<file path="src/rtl/digi_ota_pkg.sv">
// Shared types and constants for the OTA duty-cycle meter.
package digi_ota_pkg;

  typedef enum logic [1:0] {
    IDLE    = 2'd0,
    MEASURE = 2'd1,
    DONE    = 2'd2
  } state_e;

  localparam int WIN_LOG2_DEF = 8;
  localparam int OUT_W_DEF    = 8;
  localparam int FILT_LEN_DEF = 3;

  localparam logic [7:0] EDGE_MAX = 8'd255;

  function automatic logic [7:0] sat_inc8(input logic [7:0] v, input logic inc);
    return (inc && (v != EDGE_MAX)) ? (v + 8'd1) : v;
  endfunction

endpackage

</file>
<file path="src/rtl/digi_ota_duty_meter_if.sv">
// Control/result bundle between the tile logic and the duty meter.
interface digi_ota_duty_meter_if import digi_ota_pkg::*; #(
  parameter int OUT_W = OUT_W_DEF
) ();
  logic             ena;
  logic             cmp_in;
  logic             start;
  logic             cont;
  logic [OUT_W-1:0] dout;
  logic [7:0]       edges;
  logic             dout_valid;
  logic             busy;

  modport master (
    output ena, cmp_in, start, cont,
    input  dout, edges, dout_valid, busy
  );

  modport slave (
    input  ena, cmp_in, start, cont,
    output dout, edges, dout_valid, busy
  );
endinterface

</file>
<file path="src/rtl/digi_ota_sync_filt.sv">
// Two-flop synchroniser, run-length de-glitch filter and rising-edge detect
// for the asynchronous comparator bit.
module digi_ota_sync_filt import digi_ota_pkg::*; #(
  parameter int FILT_LEN = FILT_LEN_DEF
) (
  input  logic clk,
  input  logic rst_n,
  input  logic ena,
  input  logic d_async,
  output logic f,
  output logic rise
);

  localparam logic [2:0] RUN_LAST = 3'(FILT_LEN - 1);

  logic       s1_q, s2_q, f_q, fdly_q;
  logic       s1_d, s2_d, f_d, fdly_d;
  logic [2:0] run_q, run_d;

  // Next state; run_q counts consecutive synced samples that disagree with f.
  always_comb begin
    s1_d   = d_async;
    s2_d   = s1_q;
    fdly_d = f_q;
    f_d    = f_q;
    run_d  = run_q;
    if (s2_q == f_q) begin
      run_d = 3'd0;
    end else if (run_q == RUN_LAST) begin
      f_d   = s2_q;
      run_d = 3'd0;
    end else begin
      run_d = run_q + 3'd1;
    end
  end

  // State registers, frozen while ena is low.
  always_ff @(posedge clk) begin
    if (!rst_n) begin
      s1_q   <= 1'b0;
      s2_q   <= 1'b0;
      f_q    <= 1'b0;
      fdly_q <= 1'b0;
      run_q  <= 3'd0;
    end else if (ena) begin
      s1_q   <= s1_d;
      s2_q   <= s2_d;
      f_q    <= f_d;
      fdly_q <= fdly_d;
      run_q  <= run_d;
    end
  end

  assign f    = f_q;
  assign rise = f_q & ~fdly_q;

endmodule

</file>
<file path="src/rtl/digi_ota_duty_meter.sv">
// Duty-cycle meter: counts filtered-high samples and rising edges over a
// window of 2^WIN_LOG2 enabled clocks and reports a scaled, saturated code.
module digi_ota_duty_meter import digi_ota_pkg::*; #(
  parameter int WIN_LOG2 = WIN_LOG2_DEF,
  parameter int OUT_W    = OUT_W_DEF,
  parameter int FILT_LEN = FILT_LEN_DEF
) (
  input logic                   clk,
  input logic                   rst_n,
  digi_ota_duty_meter_if.slave  bus
);

  localparam int                   SHIFT    = WIN_LOG2 - OUT_W;
  localparam logic [WIN_LOG2-1:0]  WIN_LAST = {WIN_LOG2{1'b1}};
  localparam logic [WIN_LOG2-1:0]  WIN_ONE  = {{(WIN_LOG2-1){1'b0}}, 1'b1};
  localparam logic [WIN_LOG2:0]    DOUT_MAX = (WIN_LOG2+1)'((1 << OUT_W) - 1);

  state_e              state_q, state_d;
  logic [WIN_LOG2-1:0] win_q, win_d;
  logic [WIN_LOG2:0]   hi_q, hi_d;
  logic [7:0]          edge_q, edge_d;
  logic [OUT_W-1:0]    dout_q, dout_d;
  logic [7:0]          edges_q, edges_d;
  logic                valid_q, valid_d;
  logic                busy_q, busy_d;

  logic                f_s, rise_s;
  logic [WIN_LOG2:0]   hi_add_s;
  logic [WIN_LOG2:0]   scaled_s;
  logic [7:0]          edge_add_s;

  digi_ota_sync_filt #(.FILT_LEN(FILT_LEN)) u_sync_filt (
    .clk     (clk),
    .rst_n   (rst_n),
    .ena     (bus.ena),
    .d_async (bus.cmp_in),
    .f       (f_s),
    .rise    (rise_s)
  );

  // Running sums including this cycle's sample, and the scaled result.
  always_comb begin
    hi_add_s   = hi_q + {{WIN_LOG2{1'b0}}, f_s};
    edge_add_s = sat_inc8(edge_q, rise_s);
    scaled_s   = hi_add_s >> SHIFT;
  end

  // FSM next state, counters and result latching.
  always_comb begin
    state_d = state_q;
    win_d   = win_q;
    hi_d    = hi_q;
    edge_d  = edge_q;
    dout_d  = dout_q;
    edges_d = edges_q;
    valid_d = 1'b0;
    case (state_q)
      IDLE: begin
        if (bus.start) begin
          state_d = MEASURE;
          win_d   = '0;
          hi_d    = '0;
          edge_d  = 8'd0;
        end else begin
          state_d = IDLE;
        end
      end
      MEASURE: begin
        win_d  = win_q + WIN_ONE;
        hi_d   = hi_add_s;
        edge_d = edge_add_s;
        if (win_q == WIN_LAST) begin
          state_d = DONE;
          valid_d = 1'b1;
          edges_d = edge_add_s;
          dout_d  = (scaled_s > DOUT_MAX) ? DOUT_MAX[OUT_W-1:0] : scaled_s[OUT_W-1:0];
        end else begin
          state_d = MEASURE;
        end
      end
      DONE: begin
        win_d   = '0;
        hi_d    = '0;
        edge_d  = 8'd0;
        state_d = bus.cont ? MEASURE : IDLE;
      end
      default: begin
        state_d = IDLE;
      end
    endcase
    busy_d = (state_d != IDLE);
  end

  // State and output registers; ena low freezes everything.
  always_ff @(posedge clk) begin
    if (!rst_n) begin
      state_q <= IDLE;
      win_q   <= '0;
      hi_q    <= '0;
      edge_q  <= 8'd0;
      dout_q  <= '0;
      edges_q <= 8'd0;
      valid_q <= 1'b0;
      busy_q  <= 1'b0;
    end else if (bus.ena) begin
      state_q <= state_d;
      win_q   <= win_d;
      hi_q    <= hi_d;
      edge_q  <= edge_d;
      dout_q  <= dout_d;
      edges_q <= edges_d;
      valid_q <= valid_d;
      busy_q  <= busy_d;
    end
  end

  // A DONE held by ena=0 must not present a valid pulse until ena returns.
  assign bus.dout_valid = valid_q & bus.ena;
  assign bus.dout       = dout_q;
  assign bus.edges      = edges_q;
  assign bus.busy       = busy_q;

endmodule

</file>
<file path="src/flat_wrapper.sv">
// flat-port wrapper written by rule: the top's interface ports become plain ports
module digi_ota_duty_meter_flat import digi_ota_pkg::*;
#(
  parameter int WIN_LOG2 = WIN_LOG2_DEF,
  parameter int OUT_W    = OUT_W_DEF,
  parameter int FILT_LEN = FILT_LEN_DEF
)
  (clk, rst_n, bus_ena, bus_cmp_in, bus_start, bus_cont, bus_dout, bus_edges, bus_dout_valid, bus_busy);
  digi_ota_duty_meter_if #(.OUT_W(OUT_W)) bus_i ();
  input logic clk;
  input logic rst_n;
  input wire logic [$bits(bus_i.ena)-1:0] bus_ena;
  input wire logic [$bits(bus_i.cmp_in)-1:0] bus_cmp_in;
  input wire logic [$bits(bus_i.start)-1:0] bus_start;
  input wire logic [$bits(bus_i.cont)-1:0] bus_cont;
  output wire logic [$bits(bus_i.dout)-1:0] bus_dout;
  output wire logic [$bits(bus_i.edges)-1:0] bus_edges;
  output wire logic [$bits(bus_i.dout_valid)-1:0] bus_dout_valid;
  output wire logic [$bits(bus_i.busy)-1:0] bus_busy;
  assign bus_i.ena = bus_ena;
  assign bus_i.cmp_in = bus_cmp_in;
  assign bus_i.start = bus_start;
  assign bus_i.cont = bus_cont;
  assign bus_dout = bus_i.dout;
  assign bus_edges = bus_i.edges;
  assign bus_dout_valid = bus_i.dout_valid;
  assign bus_busy = bus_i.busy;
  digi_ota_duty_meter #(.WIN_LOG2(WIN_LOG2), .OUT_W(OUT_W), .FILT_LEN(FILT_LEN)) u_core (.clk(clk), .rst_n(rst_n), .bus(bus_i));
endmodule
</file>
<file path="config.mk">
export PLATFORM = sky130hd
export DESIGN_NAME = digi_ota_duty_meter_flat
export DESIGN_NICKNAME = d
export VERILOG_FILES = /design/src/rtl/digi_ota_pkg.sv /design/src/rtl/digi_ota_duty_meter_if.sv /design/src/rtl/digi_ota_sync_filt.sv /design/src/rtl/digi_ota_duty_meter.sv /design/src/flat_wrapper.sv
export SDC_FILE = /design/constraint.sdc
export NUM_CORES = 1
export LEC_CHECK = 0
export BUFFER_PORTS_ARGS = -buffer_cell sky130_fd_sc_hd__buf_4
export CORE_ASPECT_RATIO = 1.4
export CORE_MARGIN = 5
export CORE_UTILIZATION = 58
export DETAILED_ROUTE_END_ITERATION = 12
export HOLD_SLACK_MARGIN = 0.15
export PLACE_DENSITY = 0.78
export SYNTH_ARGS = -nofsm -noshare
export SYNTH_HDL_FRONTEND = slang
export SYNTH_SLANG_ARGS = --single-unit
</file>
<file path="constraint.sdc">
create_clock -name clk -period 2.3 [get_ports clk]
set_clock_uncertainty 0.2 [all_clocks]
set_input_delay 0 -clock clk [delete_from_list [all_inputs] [get_ports clk]]
set_output_delay 0 -clock clk [all_outputs]
set_load 0.01 [all_outputs]
</file>
---- After elaboration in Yosys (flattened, before gate mapping) ----
Cells that the tools add are included.
word-level totals
  bits in registers ....................... 52
  logic and storage cells ................. 51
operators by class
  add/sub/neg operators ................... 4
  order comparisons ....................... 1
  eq/ne operators ......................... 7
  mux-type cells .......................... 15
  bitwise gates (word level) .............. 4
  reduce and logical (&&, ||, !) cells .... 7
operator list
  operator                                                                          count
  8-bit case mux with 3 select lines                                                2
  9-bit case mux with 3 select lines                                                1
  8-bit two-way mux                                                                 3
  8-bit by 1-bit adder with 8-bit output (second input constant)                    2
  9-bit by 1-bit adder with 9-bit output                                            1
  9-bit by 8-bit greater-than comparator with 1-bit output (second input constant)  1
  9-bit two-way mux                                                                 1
  3-bit AND reduction                                                               3
  8-bit == test (second input constant)                                             1
  8-bit inequality test (second input constant)                                     1
  3-bit two-way mux                                                                 2
  2-bit case mux with 3 select lines                                                1
  1-bit two-way mux                                                                 4
  3-bit by 1-bit adder with 3-bit output (second input constant)                    1
  3-bit by 2-bit == test with 1-bit output (second input constant)                  1
  3-bit nonzero test                                                                1
  1-bit AND                                                                         2
  2-bit by 1-bit == test with 1-bit output (second input constant)                  1
  2-bit == test (second input constant)                                             1
  2-bit logical NOT                                                                 1
  2-bit two-way mux                                                                 1
  2-bit inequality test (second input constant)                                     1
  1-bit NOT                                                                         2
  2-bit nonzero test                                                                1
  other kinds (2)                                                                   2

---- Logic depth before layout (Yosys ltp) ----
Gate-level depths: netlist (run 1).
  word-level depth ........................ 5
  gate-level depth with buffers ........... 7
  mapped depth without buffers ............ 6

---- Modules after synthesis ----
From an unflattened synthesis (run 1), not the netlist that was laid out.
second synthesis, totals
  cell total of the unflattened synthesis .. 294
  area, all modules ....................... 2502.4 sq um
modules (own cells, without submodules)
  module               times used  cells an instance  area each (sq um)  seq. area each (sq um)
  digi_ota_duty_meter  1           262                2182.1             880.8
  digi_ota_sync_filt   1           32                 320.3              140.1

---- Least setup slack after synthesis (run 1) ----
OpenSTA, ideal clock, no wires.
  path type ............................... register to register
  start point ............................. register u_core.u_sync_filt.f_q (netlist: u_core.u_sync_filt.f)
  end point ............................... register u_core.dout_q[0] (netlist: u_core.bus.dout[0])
  library setup time ...................... 0.070 ns
  data arrival time ....................... 1.748 ns
  slack ................................... 0.282 ns
  stages on the path, launching flop included .. 8
  cell sequence ........................... dfxtp_1 ha_1 ha_1 nand3_1 or3_1 and3_1 buf_2 a21oi_1
between the ends
  cells in the longest elaborated chain, start to end .. 3
RTL lines
  element                                                   RTL line                    source
  start: declaration                                        digi_ota_sync_filt.sv:16    logic s1_q, s2_q, f_q, fdly_q;
  start signal: assignment                                  digi_ota_sync_filt.sv:42    f_q <= 1'b0;
  start signal: assignment                                  digi_ota_sync_filt.sv:48    f_q <= f_d;
  9-bit by 1-bit adder with 9-bit output (*)                digi_ota_duty_meter.sv:43   hi_add_s = hi_q + {{WIN_LOG2{1'b0}}, f_s};
  9-bit by 8-bit greater-than comparator with 1-bit output  digi_ota_duty_meter.sv:76   dout_d = (scaled_s > DOUT_MAX) ? DOUT_MAX[OUT_W-1:0] : scaled_s[OUT_W-1:0];
  8-bit two-way mux (*)                                     digi_ota_duty_meter.sv:76
  end signal: assignment                                    digi_ota_duty_meter.sv:110  dout_q <= dout_d;
  end: declaration                                          digi_ota_duty_meter.sv:22   logic [OUT_W-1:0] dout_q, dout_d;
Every way passes the cells marked *; elsewhere a longest branch is shown, timed or not.
A chain may end at the register's enable or synchronous reset.

---- Final worst setup path (run 1) ----
  start point ............................. register u_core.state_q[1]
  end point ............................... register u_core.state_q[0]
between the ends
  cells in the longest elaborated chain, start to end .. 2
  elaborated cells between the ends (all ways) .. 4
  classes of those cells .................. eq/ne (2); mux (1); reduce/logical (1)
RTL lines
  element                                      RTL line                    source
  start: declaration                           digi_ota_duty_meter.sv:18   state_e state_q, state_d;
  start signal: assignment                     digi_ota_duty_meter.sv:106  state_q <= state_d;
  2-bit == test, or another cell as far along  digi_ota_duty_meter.sv:57   case (state_q)
  2-bit case mux with 3 select lines (*)       digi_ota_duty_meter.sv:57
Marks and branches as above.

==> impl_metrics.yaml, run 1 <==
run_status:
  status: "finished clean"
die:
  die_h_um: 87.2
  die_w_um: 65.2
  rows: 28
  start_util_pct: 59.2
  pin_count: 24
  die_area_mm2: 0.00568
  core_area_mm2: 0.00417
logic_synthesis:
  synth_most_common_cell: "dfxtp_1"
  synthTopCellsByCount: "52 x dfxtp_1, 27 x nor2_1, 26 x a21oi_1"
  synth_area_leaders: "dfxtp_1 42%, a21oi_1 5.3%, o21ai_0 4.9%"
  syn_area_per_cell_um2: 8.37
  async_reset_ff_share_pct: 0
  synth_seq_cells: 52
  synth.cell_area_mm2: 0.00247
  synth_enable_flop_cells: 0
  ys_warn_count: 0
  yosys.area.top_type_share_pct: 42.1
  ys_types: 52
  yosysSeqAreaShare_pct: 42.1
  syn-instance-count: 295
  synth_ff_type: "dfxtp_1"
  yosys.area.top_type: "dfxtp_1"
  synth_nets: 306
sta:
  period_needed_ns: 2.10
  tightest_slew_ns: 0.624
  fin_crit_sh_pct: 91.3
  timing.slew.headroom_pct: 58.1
  setup_tns_ns: 0
  hold_viol_final: 0
  rsz0062_at_grt: "false"
  finalSetupViolations: 0
  whs_ns: 0.265
  fmax_mhz: 476
  finalMaxSlewViolations: 0
critical_path:
  crit_start: "u_core.state_q[1]"
  r2r_end: "u_core.state_q[0]"
  worstPathMaxFanout: 9
  worstSetupPathType: "reg2reg"
  required_ns: 2.31
  r2r_start: "u_core.state_q[1]"
  worstRegToRegCells: 4
  worstPathArrival_ns: 2.11
  timing.reg2reg.setup_slack_ns: 0.20
  cp-start-kind: "register"
  crit_path_end_kind: "register"
clock_tree:
  h-tree-depth: 2
  cts_repair_resize_count: 0
  cts_tree: "done"
  path_clk_slew_ns: 0.09
  cts_max_path_buffers: 2
  cts-root-buf: "clkbuf_8"
  cts_buffers: 5
  cts_sinks: 52
  worstSkewPairLatency_ns: 0.31
layout:
  final_area_mm2: 0.00287
  num_antenna_cells: 0
  nets: 334
  drive_gt1_share_pct: 14.5
  syn2layout_area_growth_pct: 16.3
power_and_ir_drop:
  power_leakage_nw: 1.07
  p_per_area_mw_per_mm2: 578
  power_mw: 1.66
  peakVddDrop_uv: 383
global_route:
  grt_pass1_wl_mm: 9.19
  track_usage_pct: 20.8
  grt_max_degree: 21
  grt_pass1_vias: 2061
  antenna_found_initial: 0
  overflow: 0
routing:
  firstDrtPassIters: 4
  drt-total-wl_mm: 5.48
  wl_per_cell_um: 14.9
  via_per_inst: 5.94
  drtAntennaViolNets: 0
  route.vias.total: 2191
  first_iter_violations: 125
  drc: 0
place:
  portBuffers: 23
  dp_hpwl_mm: 3.73
  place_area_mm2: 0.00268
  gp_congestion: 0.851
hold_path:
  min_path_type: "reg2reg"
  holdPathStages: 2
  worstHoldStart: "u_core.bus.edges[6]"
  min_to: "u_core.bus.edges[6]"
run:
  drv_cap: 0
[worst max-delay path, stage by stage, from the launching register on]
cell and delay (ns):
dfxtp_1 0.51, mux2_2 0.37, dlygate4sd3_1 0.57, nor3b_1 0.15, a31o_2 0.21
[area by class of cell]
cell class / count / area [um^2]
timing repair buffer: 40 / 320
fill: 372 / 1300
inverter: 10 / 37.5
tap: 45 / 56.3
sequential: 52 / 1040
clock buffer: 5 / 68.8
multi-input combinational: 214 / 1300
clock inverter: 3 / 46.3
[through the flow]
step / std cells / worst slack [ns] / utilization [%]
after floorplan: 295 / 0.282 / -
after global placement: 353 / 0.438 / 64.2
after detailed placement: 353 / 0.373 / 64.2
after CTS: 369 / 0.218 / 68.9
after global routing: 369 / 0.125 / 68.9
final: 369 / 0.200 / 68.9
[cell families (layout without fill, tap and decap cells)]
kind of cell,count (synthesis),count (layout),share of synthesized area [%]
AO/OA/AOI/OAI,82,82,20.4
buffers and inverters,29,58,5.12
flip-flops,52,52,42.1
multiplexers,5,5,2.08
XOR/XNOR,15,15,5.32
adder cells (fa/ha/maj),5,5,2.53
AND/OR/NAND/NOR,107,107,22.4
[worst max-delay path by stage]
stage                               endpoint  cells past startpoint  slack [ns]
after floorplan           u_core.bus.dout[0]                      7        0.28
after global placement    u_core.bus.dout[0]                      7        0.44
after detailed placement  u_core.bus.dout[5]                      7        0.37
after CTS                  u_core.state_q[0]                      4        0.22
after global routing       u_core.state_q[0]                      4        0.12
final                      u_core.state_q[0]                      4        0.20
[sequential cells by signal, indices dropped and copies added, names as in the netlist]
signal	cells
u_core.hi_q	9
u_core.bus.dout	8
u_core.bus.edges	8
u_core.edge_q	8
u_core.win_q	8
u_core.u_sync_filt.run_q	3
u_core.state_q	2
u_core.bus.busy	1
u_core.u_sync_filt.f	1
u_core.u_sync_filt.fdly_q	1
u_core.u_sync_filt.s1_q	1
u_core.u_sync_filt.s2_q	1
u_core.valid_q	1
[where the power goes]
part / switching (mW) / internal (mW)
sequential: 0.0119 / 0.907
clock: 0.315 / 0.328
combinational: 0.0579 / 0.0406
total: 0.385 / 1.28
[routing by layer]
| layer | GRT usage (%) | wire, um | vias to the layer above |
|---|---|---|---|
| met5 | 0 | 0 | - |
| met4 | 7.36 | 95 | 0 |
| met3 | 4.01 | 157 | 10 |
| met2 | 38.3 | 2870 | 31 |
| met1 | 23.5 | 2360 | 1035 |
| li1 | - | - | 1115 |
[what timing repair did]
action,in CTS,in global routing
endpoints found under the setup margin,0,0
hold endpoints to repair,45,0
buffers inserted,0,0
hold buffers,8,0
[placed cells by master, fill, tap and decap left out, drive strengths merged, types with 4 or more instances in the layout]
cell type / instances
dfxtp: 52
and2: 4
a21oi: 26
nand2: 25
o32ai: 4
nor2: 27
buf: 32
dlygate4sd3: 8
ha: 5
nand4: 7
inv: 11
and3: 6
a31oi: 9
xnor2: 8
nand3: 15
o21ai: 25
mux2i: 4
clkbuf: 5
xor2: 7
(Power assumes the default switching activity.)
==> run 2, diff against run 1 <==
Settings changed: CELL_PAD_IN_SITES_DETAIL_PLACEMENT from default to 1, CELL_PAD_IN_SITES_GLOBAL_PLACEMENT from default to 1, CORE_UTILIZATION 58 to 44, GPL_TIMING_DRIVEN from default to 0, PLACE_DENSITY 0.78 to default, PLACE_DENSITY_LB_ADDON from default to 0.1.
==> run 2 against run 1 <==
  * Combinational power grew 12%
  * Register-to-register slack got worse by 0.06 ns
  * Non-clock buffer count rose by 8
  * Largest power group unchanged
==> impl_metrics.yaml, run 2 (synthesized netlist as in run 1, its figures left out) <==
run_status:
  status: "finished clean"
global_route:
  overflow: 0
  grt_pass1_vias: 2337
  grt_pass1_wl_mm: 10.9
  track_usage_pct: 18.5
  grt_max_degree: 17
  antenna_found_initial: 0
routing:
  drtAntennaViolNets: 0
  firstDrtPassIters: 4
  first_iter_violations: 109
  wl_met1_mm: 2.80
  wl_met3_um: 209
  wl_per_cell_um: 15.9
  dr.max_layer_used: "met4"
  drt-total-wl_mm: 6.37
  drc: 0
  route.vias.total: 2297
  met2_length_mm: 3.32
  via_per_inst: 5.74
layout:
  drive_gt1_share_pct: 15.4
  nets: 342
  num_antenna_cells: 0
  regMostFlops: "u_core.hi_q"
  largest_register_ffs: 9
  syn2layout_area_growth_pct: 17.1
  final_common_cell: "dfxtp_1"
  final_cell_mix: "51 x dfxtp_1, 27 x nor2_1, 26 x a21oi_1"
hold_path:
  min_to: "u_core.bus.edges[6]"
  min_path_type: "reg2reg"
  holdPathStages: 2
  worstHoldStart: "u_core.bus.edges[6]"
sta:
  timing.slew.headroom_pct: 56.0
  period_needed_ns: 2.16
  rsz0062_at_grt: "false"
  hold_viol_final: 0
  finalMaxSlewViolations: 0
  tightest_slew_ns: 0.656
  whs_ns: 0.268
  fmax_mhz: 462
  finalSetupViolations: 0
  fin_crit_sh_pct: 94.1
  setup_tns_ns: 0
critical_path:
  worstSetupPathType: "reg2reg"
  worstRegToRegCells: 7
  timing.reg2reg.setup_slack_ns: 0.14
  cp-start-kind: "register"
  r2r_start: "u_core.u_sync_filt.f"
  crit_path_end_kind: "register"
  required_ns: 2.32
  worstPathMaxFanout: 8
  crit_start: "u_core.u_sync_filt.f"
  r2r_end: "u_core.bus.dout[0]"
  worstPathArrival_ns: 2.19
place:
  portBuffers: 23
  dp_hpwl_mm: 4.51
  gp_congestion: 0.811
power_and_ir_drop:
  p_per_area_mw_per_mm2: 533
  power_leakage_nw: 1.09
  peakVddDrop_uv: 323
clock_tree:
  path_clk_slew_ns: 0.10
  cts_max_path_buffers: 2
  cts_buffers: 5
  h-tree-depth: 2
  cts-root-buf: "clkbuf_8"
  postCtsSetupRepairBufs: 0
  cts_sinks: 52
  cts_tree: "done"
  worstSkewPairLatency_ns: 0.30
die:
  core_area_mm2: 0.00549
  start_util_pct: 45.0
  die_w_um: 73.3
  die_area_mm2: 0.00723
  rows: 32
  pin_count: 24
  die_h_um: 98.7
run:
  drv_cap: 0
[run 2: layout make-up]
type                            instances  area, um^2
Clock inverter                          2        16.3
Clock buffer                            6        72.6
Multi-Input combinational cell        214        1310
Inverter                               10        37.5
Buffer                                 19        88.8
Sequential cell                        52        1040
Timing Repair Buffer                   29         233
Tap cell                               68        85.1
Fill cell                             688        2590
[run 2: metal layers]
layer | vias up | global-route usage, %
met5 | - | 0
met4 | 0 | 3.49
met3 | 4 | 2.45
met2 | 34 | 33.5
met1 | 1124 | 22.9
li1 | 1135 | -
[run 2: metrics by stage]
stage | power (mW) | std cells | setup slack [ns] | utilization, % | area [um^2]
6_report | 1.54 | 400 | 0.135 | 52.7 | 2890
5_1_grt | 1.61 | 400 | 0.00300 | 52.7 | 2890
4_1_cts | 1.57 | 400 | 0.0716 | 52.6 | 2880
3_5_place_dp | 1.04 | 386 | -0.112 | 49.7 | 2730
3_3_place_gp | 1.03 | 386 | -0.0167 | 49.7 | 2730
2_1_floorplan | 0.999 | 295 | 0.282 | - | 2470
[run 2: how the worst max path moves through the flow]
stage          slack (ns)  cells after the start                 end
2_1_floorplan        0.28                      7  u_core.bus.dout[0]
3_3_place_gp        -0.02                      7  u_core.bus.dout[1]
3_5_place_dp        -0.11                      7  u_core.bus.dout[0]
4_1_cts              0.07                      6  u_core.bus.dout[0]
5_1_grt             0.003                      7  u_core.bus.dout[0]
6_report             0.14                      7  u_core.bus.dout[0]
[run 2: report_power, final]
part	switching (mW)	internal (mW)
registers	0.00436	0.906
logic	0.0700	0.0403
clock network	0.304	0.217
[run 2: what timing repair did]
action | in CTS | in global routing
resized for setup | 2 | 2
endpoints found under the setup margin | 8 | 11
endpoints found under the hold margin | 33 | 0
hold buffers | 6 | 0
cloned | 0 | 0
[run 2: critical path, stage by stage, from the launching register on]
cell and delay, ns:
dfxtp_4 0.41, ha_1 0.18, ha_1 0.23, nand3_2 0.19, or3_1 0.38, and3_1 0.18, buf_2 0.17, a21oi_1 0.17
==> run 3, diff against run 2 <==
Settings changed: ABC_AREA from default to 1, CORE_UTILIZATION 44 to 43.
==> run 3 against run 2 <==
  * Count of clock-buffer cells in the layout increased by 1
  * Sequential power increased by 1%
  * Register-to-register slack improved by 0.08 ns
  * Die area increased by 8.1%
  * Clock power increased by 34%
  * Global-route usage increased by 1.6 points
  * Core utilization decreased by 0.097 points
  * Sequential share of layout area decreased by 2.6 points
  * Largest power group unchanged
==> impl_metrics.yaml, run 3 <==
run_status:
  status: "finished clean"
layout:
  nets: 421
  syn2layout_area_growth_pct: 17.8
  final_cell_mix: "85 x nand2_1, 56 x nor2_1, 51 x dfxtp_1"
  drive_gt1_share_pct: 20.9
  seqCellArea_mm2: 0.00104
  final_common_cell: "nand2_1"
  largest_register_ffs: 9
  final_area_mm2: 0.00311
  fin_util_pct: 52.6
  regMostFlops: "u_core.hi_q"
  nFillCells: 786
  multi_input_area_mm2: 0.00136
  num_antenna_cells: 0
critical_path:
  crit_path_max_incr_delay_ns: 0.56
  worstSetupPathType: "in2reg"
  crit_chain: "dlygate4sd3_1 > buf_4 > inv_2 > nor2_1 > dlygate4sd3_1 > nor2_1 > dlygate4sd3_1"
  worstPathArrival_ns: 2.14
  cp-start-kind: "primary input"
  slowest_stage: "dlygate4sd3_1"
  crit_top_cell: "dlygate4sd3_1"
  required_ns: 2.36
  cp_top_family: "buffers and inverters"
  crit_path_end_kind: "register"
  worstPathMaxFanout: 9
  path_buf_inv: 5
routing:
  via_per_inst: 5.24
  first_iter_violations: 95
  drt-total-wl_mm: 7.22
  route.vias.total: 2520
  wl_per_cell_um: 15.0
  firstDrtPassIters: 4
  drtAntennaViolNets: 0
  drc: 0
clock_tree:
  cts-root-buf: "clkbuf_8"
  cts_tree: "done"
  h-tree-depth: 2
  path_clk_slew_ns: 0.09
  postCtsSetupRepairBufs: 0
  cts_max_path_buffers: 2
  cts_sinks: 52
  cts_buffers: 5
  worstSkewPairLatency_ns: 0.32
die:
  start_util_pct: 44.7
  pin_count: 24
  die_area_mm2: 0.00782
  core_area_mm2: 0.00590
  rows: 33
  die_w_um: 76.2
  die_h_um: 103
power_and_ir_drop:
  comb_power_share_pct: 7.3
  switchingPower_uw: 403
  p_per_area_mw_per_mm2: 562
  power_leakage_nw: 1.33
  internal_power_mw: 1.34
  power_mw: 1.75
  p_clk_share_pct: 39.9
  p_seq_share_pct: 52.8
  peakVddDrop_uv: 284
  switching_share_pct: 23.1
place:
  dp_hpwl_mm: 5.15
  gp_congestion: 0.796
  place_area_mm2: 0.00290
  portBuffers: 23
global_route:
  track_usage_pct: 20.1
  grt_pass1_wl_mm: 12.8
  overflow: 0
  use_met3_pct: 3.76
  antenna_found_initial: 0
  grt_pass1_vias: 2754
  met1_usage_pct: 22.5
  grt_util_met2_pct: 37.7
  grt-busiest-layer: "met2"
  grt_max_degree: 16
logic_synthesis:
  synth_ff_type: "dfxtp_1"
  synth.cell_area_mm2: 0.00264
  syn_area_per_cell_um2: 7.09
  async_reset_ff_share_pct: 0
  synth_nets: 383
  synth_most_common_cell: "nand2_1"
  yosysSeqAreaShare_pct: 39.5
  synthTopCellsByCount: "85 x nand2_1, 56 x nor2_1, 52 x dfxtp_1"
  synth_area_leaders: "dfxtp_1 39%, nand2_1 12%, nor2_1 8.0%"
  ys_types: 31
  syn-instance-count: 372
  yosys.area.top_type_share_pct: 39.5
  ys_warn_count: 0
  yosys.area.top_type: "dfxtp_1"
  synth_seq_cells: 52
  synth_enable_flop_cells: 0
sta:
  finalSetupViolations: 0
  fin_crit_sh_pct: 90.6
  rsz0062_at_grt: "false"
  finalMaxSlewViolations: 0
  hold_viol_final: 0
  timing.slew.headroom_pct: 73.8
  fmax_mhz: 480
  tightest_slew_ns: 0.394
  setup_tns_ns: 0
  period_needed_ns: 2.08
run:
  drv_cap: 0
hold_path:
  min_path_type: "reg2reg"
run 3: cells by family (layout without fill, tap and decap cells):
| family | count (synthesis) | count (layout) | synth area share, % |
|---|---|---|---|
| AO/OA/AOI/OAI | 55 | 55 | 12.7 |
| XOR/XNOR | 6 | 6 | 1.99 |
| flip-flops | 52 | 52 | 39.5 |
| buffers and inverters | 51 | 90 | 8.87 |
| AND/OR/NAND/NOR | 203 | 203 | 34.6 |
| adder cells (fa/ha/maj) | 5 | 5 | 2.37 |
run 3: final cells by class:
| cell class | instances | share of cell area (%) |
|---|---|---|
| Sequential cell | 52 | 33.5 |
| Multi-Input combinational cell | 269 | 43.9 |
| Buffer | 10 | 2.62 |
| Clock buffer | 7 | 3.10 |
| Tap cell | 70 | 2.82 |
| Timing Repair Buffer | 31 | 8.14 |
| Clock inverter | 1 | 0.967 |
| Inverter | 41 | 4.95 |
run 3: per-layer routing:
| layer | wire (um) | vias up | share of wire (%) |
|---|---|---|---|
| li1 | - | 1255 | - |
| met1 | 3120 | 1216 | 43 |
| met2 | 3750 | 37 | 52 |
| met3 | 192 | 12 | 2.7 |
| met4 | 147 | 0 | 2.0 |
| met5 | 0 | - | 0 |
run 3: worst paths after layout:
path	startpoint	cells past startpoint	slack, ns	end
hold reg to reg	u_core.valid_q	2	0.28	u_core.valid_q
hold / removal	u_core.valid_q	2	0.28	u_core.valid_q
setup reg to reg	u_core.u_sync_filt.f	9	0.22	u_core.bus.dout[0]
setup / recovery	bus_ena	7	0.22	u_core.u_sync_filt.s1_q
run 3: metrics by stage:
step	cells	hold slack [ns]	worst slack (ns)
finish	481	0.276	0.217
global route	481	0.305	0.0416
CTS	482	0.280	0.0908
detailed placement	465	0.0458	0.203
global placement	465	0.0316	0.243
floorplan	372	-0.0651	0.592
run 3: timing repair:
| action | 4_1_cts | 5_1_grt |
|---|---|---|
| gates resized for setup | 0 | 2 |
| setup endpoints to repair | 0 | 8 |
| endpoints found under the hold margin | 43 | 0 |
| hold buffers | 9 | 0 |
run 3: worst reg2reg max path, stage by stage, from the launching register on:
cell	delay [ns]
dfxtp_2	0.40
ha_1	0.18
ha_1	0.19
nand3_1	0.18
nor2_2	0.21
nand3_1	0.13
nand2_1	0.17
nand2_2	0.13
nor2_1	0.15
nor2_1	0.05
run 3: power groups by stage:
stage	Combinational, mW	Clock [mW]	Sequential [mW]
2_1_floorplan	0.0774	0	0.941
3_3_place_gp	0.111	0	0.942
3_5_place_dp	0.114	0	0.943
4_1_cts	0.129	0.715	0.922
5_1_grt	0.141	0.752	0.924
6_report	0.127	0.697	0.923
